===== config.mk =====
export PLATFORM = sky130hd
export DESIGN_NAME = alu_result_stage
export DESIGN_NICKNAME = d
export VERILOG_FILES = /design/src/rtl/alu_result_stage.sv
export SDC_FILE = /design/constraint.sdc
export NUM_CORES = 1
export LEC_CHECK = 0
export CAP_MARGIN = 20
export CORE_MARGIN = 2
export CORE_UTILIZATION = 40
export DETAILED_ROUTE_END_ITERATION = 7
export DONT_BUFFER_PORTS = 1
export PLACE_DENSITY = 0.54
export SLEW_MARGIN = 0
export SYNTH_ARGS = -nofsm -noshare
export SYNTH_HDL_FRONTEND = slang
export SYNTH_SLANG_ARGS = --single-unit

===== constraint.sdc =====
create_clock -name clk -period 5.9 [get_ports clk]
set_input_delay 1.18 -clock clk [delete_from_list [all_inputs] [get_ports clk]]
set_output_delay 1.18 -clock clk [all_outputs]
set_load 0.05 [all_outputs]

===== src/rtl/alu_result_stage.sv =====
// Two-entry in-order skid buffer that registers ALU results, flags and op code.
// Optional macro ALU_RESULT_PARITY_EN adds a registered even-parity bit on the head word.
module alu_result_stage #(
  parameter int WIDTH = 32,
  parameter int CNT_W = 16
) (
  input  logic             clk,
  input  logic             rst,
  input  logic             in_valid,
  output logic             in_ready,
  input  logic [WIDTH-1:0] in_f,
  input  logic             in_carry,
  input  logic             in_zero,
  input  logic             in_eq,
  input  logic [3:0]       in_op,
  output logic             out_valid,
  input  logic             out_ready,
  output logic [WIDTH-1:0] out_f,
  output logic             out_carry,
  output logic             out_zero,
  output logic             out_eq,
  output logic [3:0]       out_op,
  output logic             out_parity,
  input  logic             sticky_clr,
  output logic             carry_seen,
  output logic             zero_seen,
  output logic [CNT_W-1:0] acc_count
);

  typedef enum logic [1:0] {EMPTY, ONE, TWO} state_t;

  localparam logic [CNT_W-1:0] CNT_ONE = {{(CNT_W-1){1'b0}}, 1'b1};

  state_t           state, state_nxt;
  logic             accept, pop;
  logic             load_head_in, load_head_tail, load_tail;

  // Second entry; only ever read after being written, so it needs no reset.
  logic [WIDTH-1:0] tail_f;
  logic             tail_carry, tail_zero, tail_eq;
  logic [3:0]       tail_op;

  assign accept = in_valid & in_ready;
  assign pop    = out_valid & out_ready;

  always_comb begin
    state_nxt      = state;
    load_head_in   = 1'b0;
    load_head_tail = 1'b0;
    load_tail      = 1'b0;
    case (state)
      EMPTY: begin
        if (accept) begin
          state_nxt    = ONE;
          load_head_in = 1'b1;
        end
      end
      ONE: begin
        if (accept && pop) begin
          load_head_in = 1'b1;
        end else if (accept) begin
          state_nxt = TWO;
          load_tail = 1'b1;
        end else if (pop) begin
          state_nxt = EMPTY;
        end
      end
      TWO: begin
        if (pop) begin
          state_nxt      = ONE;
          load_head_tail = 1'b1;
        end
      end
      default: state_nxt = EMPTY;
    endcase
  end

  // Control registers: state plus the handshake outputs derived from next state
  always_ff @(posedge clk) begin
    if (rst) begin
      state     <= EMPTY;
      in_ready  <= 1'b1;
      out_valid <= 1'b0;
    end else begin
      state     <= state_nxt;
      in_ready  <= (state_nxt != TWO);
      out_valid <= (state_nxt != EMPTY);
    end
  end

  // Head entry drives the outputs directly
  always_ff @(posedge clk) begin
    if (rst) begin
      out_f     <= '0;
      out_carry <= 1'b0;
      out_zero  <= 1'b0;
      out_eq    <= 1'b0;
      out_op    <= '0;
    end else if (load_head_in) begin
      out_f     <= in_f;
      out_carry <= in_carry;
      out_zero  <= in_zero;
      out_eq    <= in_eq;
      out_op    <= in_op;
    end else if (load_head_tail) begin
      out_f     <= tail_f;
      out_carry <= tail_carry;
      out_zero  <= tail_zero;
      out_eq    <= tail_eq;
      out_op    <= tail_op;
    end
  end

  always_ff @(posedge clk) begin
    if (load_tail) begin
      tail_f     <= in_f;
      tail_carry <= in_carry;
      tail_zero  <= in_zero;
      tail_eq    <= in_eq;
      tail_op    <= in_op;
    end
  end

  // Accept counter and sticky flags; a setting accept wins over sticky_clr
  always_ff @(posedge clk) begin
    if (rst) begin
      acc_count  <= '0;
      carry_seen <= 1'b0;
      zero_seen  <= 1'b0;
    end else begin
      if (accept) acc_count <= acc_count + CNT_ONE;
      carry_seen <= (accept & in_carry) | (carry_seen & ~sticky_clr);
      zero_seen  <= (accept & in_zero)  | (zero_seen  & ~sticky_clr);
    end
  end

`ifdef ALU_RESULT_PARITY_EN
  function automatic logic even_parity(input logic [WIDTH-1:0] v);
    return ^v;
  endfunction

  always_ff @(posedge clk) begin
    if (rst) begin
      out_parity <= 1'b0;
    end else if (load_head_in) begin
      out_parity <= even_parity(in_f);
    end else if (load_head_tail) begin
      out_parity <= even_parity(tail_f);
    end
  end
`else
  assign out_parity = 1'b0;
`endif

endmodule


==> results of run 1 <==
-- layout make-up --
| type | count | area, sq um |
|---|---|---|
| fillers | 886 | 5190 |
| flip-flops and latches | 100 | 2390 |
| multi-input cells | 204 | 1360 |
| well taps | 129 | 161 |
| clock buffers | 11 | 131 |
| clock inverters | 5 | 60.1 |
| repair buffers | 3 | 22.5 |
| inverters | 3 | 11.3 |
-- report_power, final --
| group | switching, mW | internal, mW | total, mW |
|---|---|---|---|
| logic | 0.0612 | 0.0413 | 0.102 |
| registers | 0.158 | 0.769 | 0.928 |
| clock network | 0.232 | 0.198 | 0.430 |
| total | 0.451 | 1.01 | 1.46 |
-- synth_stat cells, types with 3 or more instances --
master / number
dfxtp_1: 61
nor2_1: 56
a211oi_1: 39
edfxtp_1: 39
mux2i_1: 39
clkbuf_1: 12
a21oi_1: 11
nand2_1: 10
xor2_1: 7
nand4_1: 6
buf_2: 5
o21ai_0: 5
or3_1: 4
buf_4: 3
inv_1: 3
nor2b_1: 3
xnor2_1: 3
-- worst register-to-register path: stages, from the launching register on --
cell,delay (ns)
dfxtp_1,0.75
nand2_1,0.27
nor3_2,0.70
buf_4,0.49
-- flip-flops by register name, summed over array words and instances (netlist names) --
| register | flops |
|---|---|
| acc_count | 16 |
| carry_seen | 1 |
| in_ready | 1 |
| out_carry | 1 |
| out_eq | 1 |
| out_f | 32 |
| out_op | 4 |
| out_valid | 1 |
| out_zero | 1 |
| state | 2 |
| tail_carry | 1 |
| tail_eq | 1 |
| tail_f | 32 |
| tail_op | 4 |
| tail_zero | 1 |
| zero_seen | 1 |
-- routing by layer --
layer | wire length, microns | part of all wire | GRT usage | vias up
met2 | 3640 | 0.47 | 0.242 | 70
met4 | 107 | 0.014 | 0.0585 | 0
met5 | 0 | 0 | 0 | -
met1 | 3490 | 0.45 | 0.186 | 1141
met3 | 541 | 0.070 | 0.0492 | 9
li1 | - | - | - | 1176
-- cells by family (layout without fill, tap and decap cells) --
logic type | after synthesis | count (layout) | share of synthesized area
AO/OA/AOI/OAI | 58 | 58 | 0.103
AND/OR/NAND/NOR | 95 | 95 | 0.119
other | 1 | 1 | 0.000971
flip-flops | 100 | 100 | 0.619
buffers and inverters | 25 | 22 | 0.0308
adder cells (fa/ha/maj) | 1 | 1 | 0.00324
multiplexers | 39 | 39 | 0.101
XOR/XNOR | 10 | 10 | 0.0227
-- final timing paths --
| kind | to | from | depth (start not counted) | slack [ns] |
|---|---|---|---|---|
| min reg2reg | state[1] | state[0] | 2 | 0.57 |
| min | state[1] | state[0] | 2 | 0.57 |
| max | tail_op[0] | out_ready | 3 | 3.31 |
| max reg2reg | tail_op[0] | in_ready | 3 | 3.32 |
==> impl_metrics.py, run 1 <==
metrics = {
    "critical_path": {
        "arrival_ns": 2.59,
        "critical_path_class": "in -> reg",
        "endpoint_kind": "register",
        "worst_ep_required_time_ns": 5.91,
        "slowest_delay_ns": 0.68,
        "critPathLaunchType": "input port",
        "worstPathCellList": "a21bo_2 > nor3_2 > buf_4",
        "cp_max_fo": 29,
        "cp_slowest_cell": "nor3_2",
        "critPathBufInv": 1,
        "cp_top_family": "simple AND/OR/NAND/NOR gates",
    },
    "placed_design": {
        "dp_hpwl_microns": 4880,
        "routabilityCongestion": 0.677,
        "dp_slack_ns": 2.91,
        "placed_area_sq_mm": 0.00395,
        "port-buffer-count": 0,
        "dp.cells": 439,
    },
    "drt": {
        "wl_microns": 7780,
        "via_count": 2396,
        "viasPerCell": 5.27,
        "drt_iter0_markers": 105,
        "wl_per_cell_microns": 17.1,
        "drc": 0,
        "drtPass1Iterations": 4,
        "drtAntennaViolNets": 0,
    },
    "synth": {
        "synthFlopType": "dfxtp_1",
        "synthCells": 329,
        "syn_nets": 374,
        "synth-edff-count": 39,
        "yosysSeqAreaShare": 0.619,
        "synth.largest_area_cell": "dfxtp_1",
        "yosysUniqueCellTypes": 36,
        "synth_warnings": 0,
        "synth-seq-cells": 100,
        "synth.top_cell.area_share": 0.316,
        "synth.cell_area_sq_mm": 0.00386,
        "syn_area_per_cell_sq_um": 11.7,
        "async_flop_share": 0,
        "synthTopCellsByArea": "dfxtp_1, edfxtp_1, mux2i_1",
    },
    "clocking": {
        "clk_pin_slew_ns": 0.09,
        "postCtsSetupRepairBufs": 0,
        "clock-root-buffer": "clkbuf_8",
        "cts_buffer_depth": 2,
        "htreeDepth": 3,
        "hold_buffers": 0,
        "ctsResizeCount": 0,
        "cts_buffers": 9,
        "cts_tree": "built",
        "clk_latency_ns": 0.35,
        "cts.sinks": 100,
    },
    "grt": {
        "grt_max_degree": 79,
        "grt_pass1_vias": 2329,
        "antenna_found_initial": 0,
        "grt.total_usage": 0.150,
        "grt_first_pass_wirelength_microns": 12000,
        "grt-ovfl-total": 0,
    },
    "floorplanning": {
        "num_rows": 35,
        "io_pins": 104,
        "die_y_microns": 102,
        "initial_utilization": 0.414,
        "core_area_sq_mm": 0.00933,
        "die_x_microns": 102,
        "dieArea_sq_mm": 0.0105,
    },
    "final_layout": {
        "stdcell_count": 455,
        "fin_nets": 366,
        "most-common-layout-cells": "dfxtp_1, nor2_1, mux2i_1, a211oi_1, edfxtp_1",
        "fin_util": 0.444,
        "antenna_cells": 0,
        "final_common_cell": "dfxtp_1",
        "final_cell_area_sq_mm": 0.00414,
        "drive_above_1_share": 0.0767,
        "area_growth_pct": 7.19,
    },
    "pwr": {
        "vdd_drop_max_mv": 0.127,
        "power_mw": 1.46,
        "p_per_area_mw_per_mm2": 353,
        "p_leak_nw": 1.66,
    },
    "min_path": {
        "hold_path.class": "reg -> reg",
    },
    "timing": {
        "period_share": 0.438,
        "whs_ns": 0.571,
        "final.setup.tns_ns": 0,
        "grt_setup_unrepaired": "no",
        "finalMaxSlewViolations": 0,
        "finalHoldViolCount": 0,
        "timing.final.crit_period_ns": 2.59,
        "setup_viol": 0,
        "fin_ws_ns": 3.31,
        "fmax_ghz": 0.387,
        "finClkSkew_ns": 0.0129,
        "slew_headroom": 0.442,
        "worst_slew_pin_slew_ns": 0.833,
    },
    "job": {
        "drv_cap": 0,
    },
    "outcome": {
        "status": "finished clean",
    },
}
No activity file was read; power rests on OpenSTA's default activity.
==> run 2, diff against run 1 <==
- PLACE_DENSITY: 0.54 -> 0.56
- clock period: 5.9 -> 2.1 ns (I/O delays scaled with it)
==> impl_metrics.py, run 2 (same netlist as run 1, synthesis figures left out) <==
metrics = {
    "min_path": {
        "hold_path.class": "in -> reg",
        "hold_depth": 1,
    },
    "critical_path": {
        "slowest_delay_ns": 0.45,
        "worst_ep_required_time_ns": 2.36,
        "endpoint_kind": "register",
        "reg2reg_depth": 5,
        "critical_path_class": "reg -> reg",
        "crit_end": "out_f[7]",
        "worstPathCellList": "nor2b_1 > nand2_2 > buf_12 > mux2i_1 > a211oi_1",
        "crit_path_start": "state[1]",
        "critPathLaunchType": "register",
        "reg2reg_slack_ns": 0.47,
        "r2r-start": "state[1]",
        "r2r-end": "out_f[7]",
        "arrival_ns": 1.89,
        "cp_max_fo": 28,
        "cp_slowest_cell": "dfxtp_1",
    },
    "timing": {
        "worst_slew_pin_slew_ns": 0.633,
        "period_share": 0.775,
        "finalMaxSlewViolations": 0,
        "slew_headroom": 0.578,
        "setup_viol": 0,
        "finalHoldViolCount": 0,
        "whs_ns": 0.114,
        "fmax_ghz": 0.614,
        "finClkSkew_ns": 0.0118,
        "grt_setup_unrepaired": "no",
        "final.setup.tns_ns": 0,
        "timing.final.crit_period_ns": 1.63,
    },
    "clocking": {
        "clk_latency_ns": 0.36,
        "cts_tree": "built",
        "htreeDepth": 3,
        "cts_buffer_depth": 2,
        "cts.sinks": 100,
        "ctsResizeCount": 0,
        "clk_pin_slew_ns": 0.10,
        "postCtsSetupRepairBufs": 0,
        "cts_buffers": 9,
        "hold_buffers": 0,
        "clock-root-buffer": "clkbuf_8",
    },
    "drt": {
        "wl_microns": 7870,
        "drtAntennaViolNets": 0,
        "drc": 0,
        "drtPass1Iterations": 5,
        "viasPerCell": 5.26,
        "via_count": 2473,
        "drt_iter0_markers": 52,
        "wl_per_cell_microns": 16.7,
    },
    "floorplanning": {
        "die_x_microns": 102,
        "io_pins": 104,
        "dieArea_sq_mm": 0.0105,
        "initial_utilization": 0.414,
        "die_y_microns": 102,
        "core_area_sq_mm": 0.00933,
        "num_rows": 35,
    },
    "final_layout": {
        "largestRegisters": "out_f x32, tail_f x32, acc_count x16",
        "area_growth_pct": 10.3,
        "drive_above_1_share": 0.126,
        "antenna_cells": 0,
        "final_cell_area_sq_mm": 0.00426,
        "num-fill-cells": 900,
        "most-common-layout-cells": "dfxtp_1, nor2_1, mux2i_1, a211oi_1, edfxtp_1",
        "fin_nets": 381,
        "final_common_cell": "dfxtp_1",
    },
    "outcome": {
        "status": "finished clean",
    },
    "pwr": {
        "p_int_mw": 2.73,
        "p_clk_frac": 0.278,
        "p_sw_frac": 0.322,
        "p_switching_mw": 1.30,
        "p_per_area_mw_per_mm2": 945,
        "p_seq_frac": 0.642,
        "p_leak_nw": 1.74,
        "vdd_drop_max_mv": 0.323,
        "power_frac_comb": 0.080,
    },
    "placed_design": {
        "routabilityCongestion": 0.741,
        "placed_area_sq_mm": 0.00409,
        "dp_hpwl_microns": 5150,
        "port-buffer-count": 0,
    },
    "grt": {
        "grt-ovfl-total": 0,
        "grt_max_degree": 61,
        "grt.total_usage": 0.153,
        "grt_first_pass_wirelength_microns": 12100,
        "grt_pass1_vias": 2341,
        "antenna_found_initial": 0,
    },
    "job": {
        "drv_cap": 0,
    },
}
## run 2: cell types whose count changed in the layout (fill, tap and decap cells not counted), sizes merged
cell and change:
clkbuf -1, buf +15, clkinvlp +1, bufinv -1, inv +1
## run 2: per-stage QoR
step                setup WS (ns)  instances   util  power, mW
floorplan                  0.0681        329      -       2.89
global placement            0.529        454  0.438       2.95
detailed placement          0.496        454  0.438       2.96
CTS                         0.472        470  0.457       4.10
global route                0.321        470  0.457       4.21
finish                      0.472        470  0.457       4.03
## run 2: cell type report
cell class                      instances  area [sq um]  area share
Sequential cell                       100          2400       0.562
Multi-Input combinational cell        204          1370       0.321
Tap cell                              129           161      0.0379
Timing Repair Buffer                   18           148      0.0346
Clock buffer                           10           128      0.0299
Clock inverter                          6          48.8      0.0114
Inverter                                3          11.3     0.00264
## run 2: routing by layer
layer  wire, microns  vias to the layer above  GRT usage
met5               0                        -          0
met4              65                        0     0.0646
met3             708                        5     0.0725
met2            3680                       78      0.233
met1            3420                     1181      0.186
li1                -                     1209          -
## run 2: worst min path at each step
| stage | slack [ns] | from | endpoint |
|---|---|---|---|
| finish | 0.11 | rst | out_f[8] |
| CTS | 0.09 | rst | out_f[8] |
| global route | 0.07 | rst | out_f[22] |
| floorplan | 0.52 | in_carry | tail_carry |
| global placement | 0.50 | rst | out_f[11] |
| detailed placement | 0.50 | rst | out_f[11] |
## run 2: power groups by stage
stage	clock network (mW)	registers (mW)	logic, mW
after global placement	0	2.63	0.318
after floorplan	0	2.63	0.263
after CTS	1.18	2.59	0.328
final	1.12	2.59	0.323
after detailed placement	0	2.64	0.326
after global routing	1.24	2.61	0.365
## run 2: critical path, delay by kind of cell, from the launching register on
kind / cells / cell delay [ns]
compound gates: 1 / 0.28
buf+inv: 1 / 0.19
flops: 1 / 0.45
mux: 1 / 0.15
simple gates: 2 / 0.43
==> run 3, diff against run 2 <==
- PLACE_DENSITY: 0.56 -> 0.54
- clock period: 2.1 -> 1.7 ns (I/O delays scaled with it)
==> impl_metrics.py, run 3 (same netlist as run 1, synthesis figures left out) <==
metrics = {
    "critical_path": {
        "worst_ep_required_time_ns": 1.97,
        "critical_path_class": "reg -> reg",
        "arrival_ns": 1.81,
        "endpoint_kind": "register",
        "critPathLaunchType": "register",
        "cp_max_fo": 21,
    },
    "drt": {
        "viasPerCell": 5.18,
        "drc": 0,
        "wl_microns": 8020,
        "drtAntennaViolNets": 0,
        "drt_iter0_markers": 50,
        "via_count": 2549,
        "wl_per_cell_microns": 16.3,
        "drtPass1Iterations": 4,
    },
    "grt": {
        "grt_max_degree": 61,
        "grt-ovfl-total": 0,
        "grt_pass1_vias": 2420,
        "grt.total_usage": 0.151,
        "antenna_found_initial": 0,
        "grt_first_pass_wirelength_microns": 12100,
    },
    "min_path": {
        "hold_path.class": "in -> reg",
    },
    "final_layout": {
        "most-common-layout-cells": "nor2_1, dfxtp_1, mux2i_1, a211oi_1, edfxtp_1",
        "antenna_cells": 0,
        "num-fill-cells": 852,
        "final_common_cell": "nor2_1",
        "largestRegisters": "out_f x32, tail_f x32, acc_count x16",
        "stdcell_count": 492,
        "fin_nets": 403,
        "area_growth_pct": 16.8,
        "drive_above_1_share": 0.215,
    },
    "floorplanning": {
        "initial_utilization": 0.414,
        "die_y_microns": 102,
        "io_pins": 104,
        "core_area_sq_mm": 0.00933,
        "dieArea_sq_mm": 0.0105,
        "die_x_microns": 102,
        "num_rows": 35,
    },
    "pwr": {
        "power_mw": 5.27,
        "vdd_drop_max_mv": 0.490,
        "p_leak_nw": 1.89,
        "p_per_area_mw_per_mm2": 1170,
    },
    "clocking": {
        "ctsResizeCount": 0,
        "postCtsSetupRepairBufs": 0,
        "cts_buffers": 9,
        "cts_buffer_depth": 2,
        "cts.sinks": 100,
        "hold_buffers": 0,
        "clk_latency_ns": 0.36,
        "htreeDepth": 3,
        "clock-root-buffer": "clkbuf_8",
        "clk_pin_slew_ns": 0.10,
        "cts_tree": "built",
    },
    "placed_design": {
        "dp.cells": 476,
        "dp_hpwl_microns": 5330,
        "port-buffer-count": 0,
        "routabilityCongestion": 0.715,
    },
    "timing": {
        "grt_setup_unrepaired": "no",
        "worst_slew_pin_slew_ns": 0.534,
        "setup_viol": 0,
        "whs_ns": 0.0359,
        "finClkSkew_ns": 0.0125,
        "slew_headroom": 0.644,
        "finalHoldViolCount": 0,
        "timing.final.crit_period_ns": 1.54,
        "finalMaxSlewViolations": 0,
        "period_share": 0.907,
        "fmax_ghz": 0.649,
    },
    "outcome": {
        "status": "finished clean",
    },
    "job": {
        "drv_cap": 0,
    },
}
==> run 3: cell count changes in the layout (fill, tap and decap cells not counted), sizes merged <==
cell,change
bufinv,+1
clkbuf,+1
clkinvlp,-2
inv,+1
clkinv,-1
buf,+22
==> run 3: through the flow <==
stage / utilization / area (sq um) / setup TNS, ns / worst slack (ns)
2_1_floorplan: - / 3910 / -11.19 / -0.287
3_3_place_gp: 0.461 / 4300 / 0 / 0.212
3_5_place_dp: 0.461 / 4300 / 0 / 0.113
4_1_cts: 0.484 / 4510 / 0 / 0.0930
5_1_grt: 0.484 / 4510 / 0 / 0.0646
6_report: 0.484 / 4510 / 0 / 0.159
==> run 3: where the power goes <==
group          switching (mW)  internal, mW  total, mW  leakage, nW
sequential              0.356          2.67       3.03        0.864
clock                   0.826         0.746       1.57        0.106
combinational           0.430         0.239      0.669        0.919
total                    1.61          3.66       5.27         1.89
==> run 3: final timing paths <==
check | startpoint | end | slack, ns | cells past startpoint
worst max-delay path | state[1] | out_f[4] | 0.16 | 5
worst min-delay path | rst | out_f[24] | 0.04 | 1
worst max register to register | state[1] | out_f[4] | 0.16 | 5
worst min register to register | acc_count[1] | acc_count[1] | 0.48 | 2
==> run 3: worst max-delay path, stage by stage (launching register included) <==
cell	delay [ns]
dfxtp_1	0.43
nor2b_2	0.25
nand2_2	0.08
buf_4	0.25
mux2i_1	0.17
a211oi_1	0.26
==> run 3: per-layer routing <==
layer  GRT usage  share of wire  up-vias
met3      0.0547          0.089        9
met5           0              0        -
met2       0.231           0.45       82
met4      0.0615          0.014        0
met1       0.194           0.44     1203
li1            -              -     1255
==> run 3: final cells by class <==
| cell class | instances | area (sq um) | share of cell area |
|---|---|---|---|
| repair buffers | 40 | 338 | 0.0749 |
| multi-input cells | 204 | 1380 | 0.306 |
| well taps | 129 | 161 | 0.0358 |
| inverters | 3 | 11.3 | 0.00250 |
| clock inverters | 5 | 67.6 | 0.0150 |
| clock buffers | 11 | 141 | 0.0313 |
| flip-flops and latches | 100 | 2410 | 0.535 |
